`src/rtl/shift_right_seq_if.sv`:
```
// Request/result bundle for the iterative right shifter.
// The execute-stage controller is the master; the shifter is the slave.
interface shift_right_seq_if #(
    parameter int unsigned WIDTH = 24
);
    logic             start;
    logic             arith;
    logic [WIDTH-1:0] tbsh;
    logic [WIDTH-1:0] s;
    logic             busy;
    logic             done;
    logic [WIDTH-1:0] sh;

    modport master (
        output start, arith, tbsh, s,
        input  busy, done, sh
    );

    modport slave (
        input  start, arith, tbsh, s,
        output busy, done, sh
    );
endinterface

```
`src/rtl/shift_right_seq.sv`:
```
// Iterative logical/arithmetic right shifter.
// Moves one bit position per clock and signals completion with a one-cycle done pulse.
module shift_right_seq #(
    parameter int unsigned WIDTH = 24
) (
    input  logic                 clk,
    input  logic                 rst_n,
    shift_right_seq_if.slave     bus
);
    localparam int unsigned CNT_W = $clog2(WIDTH + 1);

    typedef enum logic [1:0] {
        IDLE  = 2'd0,
        SHIFT = 2'd1,
        DONE  = 2'd2
    } state_e;

    state_e           state_q, state_d;
    logic [WIDTH-1:0] work_q,  work_d;
    logic [CNT_W-1:0] cnt_q,   cnt_d;
    logic             fill_q,  fill_d;
    logic             busy_q,  busy_d;
    logic             done_q,  done_d;
    logic [CNT_W-1:0] amt_c;

    // Any amount of WIDTH or more saturates; all bits of s take part in the compare.
    assign amt_c = (bus.s >= WIDTH'(WIDTH)) ? CNT_W'(WIDTH) : CNT_W'(bus.s);

    always_ff @(posedge clk or negedge rst_n) begin
        if (!rst_n) begin
            state_q <= IDLE;
            work_q  <= '0;
            cnt_q   <= '0;
            fill_q  <= 1'b0;
            busy_q  <= 1'b0;
            done_q  <= 1'b0;
        end else begin
            state_q <= state_d;
            work_q  <= work_d;
            cnt_q   <= cnt_d;
            fill_q  <= fill_d;
            busy_q  <= busy_d;
            done_q  <= done_d;
        end
    end

    always_comb begin
        state_d = state_q;
        work_d  = work_q;
        cnt_d   = cnt_q;
        fill_d  = fill_q;
        unique case (state_q)
            IDLE: begin
                if (bus.start) begin
                    work_d  = bus.tbsh;
                    cnt_d   = amt_c;
                    fill_d  = bus.arith & bus.tbsh[WIDTH-1];
                    state_d = (amt_c == '0) ? DONE : SHIFT;
                end
            end
            SHIFT: begin
                work_d = {fill_q, work_q[WIDTH-1:1]};
                cnt_d  = cnt_q - CNT_W'(1);
                if (cnt_q == CNT_W'(1)) begin
                    state_d = DONE;
                end
            end
            DONE: begin
                state_d = IDLE;
            end
            default: begin
                state_d = IDLE;
            end
        endcase
        // Status flags are flopped alongside the state so they carry no input-to-output path.
        busy_d = (state_d == SHIFT);
        done_d = (state_d == DONE);
    end

    assign bus.busy = busy_q;
    assign bus.done = done_q;
    assign bus.sh   = work_q;
endmodule

```
`src/flat_wrapper.sv`:
```
// flat-port wrapper written by rule: the top's interface ports become plain ports
module shift_right_seq_flat 
#(
    parameter int unsigned WIDTH = 24
)
  (clk, rst_n, bus_start, bus_arith, bus_tbsh, bus_s, bus_busy, bus_done, bus_sh);
  shift_right_seq_if #(.WIDTH(WIDTH)) bus_i ();
  input  logic clk;
  input  logic rst_n;
  input wire logic [$bits(bus_i.start)-1:0] bus_start;
  input wire logic [$bits(bus_i.arith)-1:0] bus_arith;
  input wire logic [$bits(bus_i.tbsh)-1:0] bus_tbsh;
  input wire logic [$bits(bus_i.s)-1:0] bus_s;
  output wire logic [$bits(bus_i.busy)-1:0] bus_busy;
  output wire logic [$bits(bus_i.done)-1:0] bus_done;
  output wire logic [$bits(bus_i.sh)-1:0] bus_sh;
  assign bus_i.start = bus_start;
  assign bus_i.arith = bus_arith;
  assign bus_i.tbsh = bus_tbsh;
  assign bus_i.s = bus_s;
  assign bus_busy = bus_i.busy;
  assign bus_done = bus_i.done;
  assign bus_sh = bus_i.sh;
  shift_right_seq #(.WIDTH(WIDTH)) u_core (.clk(clk), .rst_n(rst_n), .bus(bus_i));
endmodule
```
`config.mk`:
```
export PLATFORM = sky130hd
export DESIGN_NAME = shift_right_seq_flat
export DESIGN_NICKNAME = d
export VERILOG_FILES = /design/src/rtl/shift_right_seq_if.sv /design/src/rtl/shift_right_seq.sv /design/src/flat_wrapper.sv
export SDC_FILE = /design/constraint.sdc
export NUM_CORES = 1
export LEC_CHECK = 0
export CAP_MARGIN = 15
export CORE_MARGIN = 5
export CORE_UTILIZATION = 44
export CTS_CLUSTER_DIAMETER = 150
export DETAILED_ROUTE_END_ITERATION = 10
export GPL_TIMING_DRIVEN = 0
export PLACE_DENSITY = 0.84
export SLEW_MARGIN = 20
export SYNTH_ARGS = -nofsm -noshare
export SYNTH_HDL_FRONTEND = slang
export SYNTH_SLANG_ARGS = --single-unit
```
`constraint.sdc`:
```
create_clock -name clk -period 4.5 [get_ports clk]
set_input_delay 0.45 -clock clk [delete_from_list [all_inputs] [get_ports clk]]
set_output_delay 0.45 -clock clk [all_outputs]
set_load 0.02 [all_outputs]
```
==> impl_metrics.toml <==
[yosys]
syn_area_um2 = 1660
ys_seq_area_frac = 0.512
syn-num-nets = 232
ys.flop_type = "dfrtp_1"
ys_ff_latch = 34
synth_enable_flop_cells = 0
syn_avg_cell_area_um2 = 9.33
syn_inst = 178
synth_cell_types = 34
synth_warnings = 0
async_flop_share = 1.00

[drt]
avgRoutedWirePerCell_um = 14.9
routed_via_density = 5.38
routed_wl_mm = 4.68
first_pass_iters = 4
num_vias = 1683
drtIter0Drc = 106
ant_nets = 0
drc = 0

[power]
p_leak_nw = 1.07
power.total_mw = 1.69
p_per_area_nw_per_um2 = 644
irDropWorstVdd_uv = 243

[setup_path]
slowest_stage = "clkdlybuf4s50_1"
startpoint_type = "register"
worstSetupEndpointType = "primary output"
max_stage_delay_ns = 0.64
crit_type = "register to primary output"
crit_arrival_ns = 1.31
critPathMaxFanout = 3
crit_chain = "clkdlybuf4s50_1"
cp_num_buf_inv = 1
cp_top_family = "buffers and inverters"
required_ns = 4.05

[timing]
hold_viol = 0
slew_headroom = 0.654
slew_viol_final = 0
min_period_ns = 1.76
fin_ws_ns = 2.74
worst_pin_slew_ns = 0.516
max_freq_mhz = 567
finalCritPeriodShare = 0.392
setup_tns_ns = 0
setup_viol = 0
fin_skew_ns = 0.00742
rsz0062_at_grt = "no"

[global_routing]
grt_pass1_vias = 1736
grt_max_degree = 33
track_usage = 0.190
grt_overflow = 0
antenna_found_initial = 0
grt_pass1_wl_mm = 7.63

[finish]
final_cell_mix = "clkdlybuf4s50_1 (76), nor2_1 (43), dfrtp_1 (34)"
antenna_cells = 0
seq_area_um2 = 851
multi_input_area_um2 = 737
fillCellCount = 285
num-nets-final = 318
layout_commonest_cell = "clkdlybuf4s50_1"
final_area_um2 = 2620
area_growth_syn_to_layout_pct = 58.0
drive_above_1_share = 0.113
utilization = 0.716

[clocking]
clockBufferDepth = 2
clkTransAtPathRegs_ns = 0.06
clockRootBuffer = "clkbuf_8"
cts_sinks = 34
cts_buffers = 5
cts_tree = "built"
htreeDepth = 2
clk_latency_ns = 0.29
postCtsSetupBuffers = 0

[die]
num_rows = 22
io_pins = 78
initial_utilization = 0.454
die_x_um = 71.4
dieArea_um2 = 5100
core_area_um2 = 3660
die_h_um = 71.4

[place]
gp_congestion = 0.786
portBuffers = 77
pre_cts_ws_ns = 2.47
dp_hpwl_mm = 3.55
postPlaceCellArea_um2 = 2510

[hold_path]
hold_path_class = "input port to asynchronous set/reset pin"

[outcome]
outcome = "completed"

[run]
maxCapViolCount = 0
[worst paths after layout]
path | start | end | slack [ns] | cells after the start
min reg2reg | u_core.bus.sh[0] | u_core.bus.sh[0] | 0.50 | 2
min | rst_n | u_core.bus.sh[20] | 0.49 | 2
min in group clk | u_core.bus.sh[0] | u_core.bus.sh[0] | 0.50 | 2
max reg2reg | u_core.state_q[1] | u_core.state_q[0] | 2.92 | 4
max in group asynchronous | rst_n | u_core.bus.sh[15] | 3.64 | 3
max | u_core.bus.sh[17] | bus_sh[17] | 2.74 | 1
[cell usage after synthesis (2+ instances only)]
cell type / count / share of area
a21oi_1: 2 / 0.0060
o2bb2ai_1: 2 / 0.011
buf_6: 2 / 0.014
o22ai_1: 8 / 0.030
inv_1: 2 / 0.0045
nand2_1: 26 / 0.059
dfrtp_1: 34 / 0.51
nor2_1: 43 / 0.097
nor4_1: 5 / 0.019
ha_1: 2 / 0.015
o22ai_2: 7 / 0.053
o21ai_1: 3 / 0.0090
o21ai_0: 3 / 0.0090
a31oi_1: 9 / 0.034
nor3_1: 5 / 0.015
buf_2: 7 / 0.021
[metal layers]
metal | GRT usage | vias up | routed length, um
met5 | 0 | - | 0
met4 | 0.0605 | 0 | 57
met3 | 0.0533 | 8 | 454
met2 | 0.323 | 93 | 2250
met1 | 0.234 | 778 | 1920
li1 | - | 804 | -
[logic make-up (layout without fill, tap and decap cells)]
group | count (synthesis) | in the layout | share of synthesized area
adders and majority gates | 2 | 2 | 0.0151
AOI/OAI and AO/OA | 42 | 42 | 0.194
and+or+nand+nor | 88 | 88 | 0.235
DFF | 34 | 34 | 0.512
buffers and inverters | 12 | 99 | 0.0437
[power breakdown]
part	internal, mW	switching [mW]	total, mW
clock	0.166	0.108	0.274
sequential	0.447	0.118	0.564
combinational	0.412	0.438	0.851
[repair_timing]
item,in CTS,in global routing
endpoints found under the hold margin,2,0
hold buffers,1,0
resized for setup,0,0
endpoints found under the setup margin,0,0
[layout make-up]
cell class                 instances  share of cell area
multi-input combinational        132               0.281
tap                               48              0.0229
inverter                           2             0.00286
buffer                            10              0.0248
clock inverter                     1              0.0115
clock buffer                       7              0.0291
sequential                        34               0.324
timing repair buffer              79               0.303
[flip-flops by register name, summed over array words and instances, names as in the netlist]
name,cells
u_core.bus.sh,24
u_core.cnt_q,5
u_core.state_q,2
u_core.bus.busy,1
u_core.bus.done,1
u_core.fill_q,1
[per-stage QoR]
| step | std cells | hold slack [ns] |
|---|---|---|
| after floorplan | 178 | 0.154 |
| after global placement | 303 | 0.471 |
| after detailed placement | 304 | 0.260 |
| after CTS | 313 | 0.486 |
| after global routing | 313 | 0.504 |
| final | 313 | 0.493 |
Note: power is estimated with default switching activity, not from simulation.
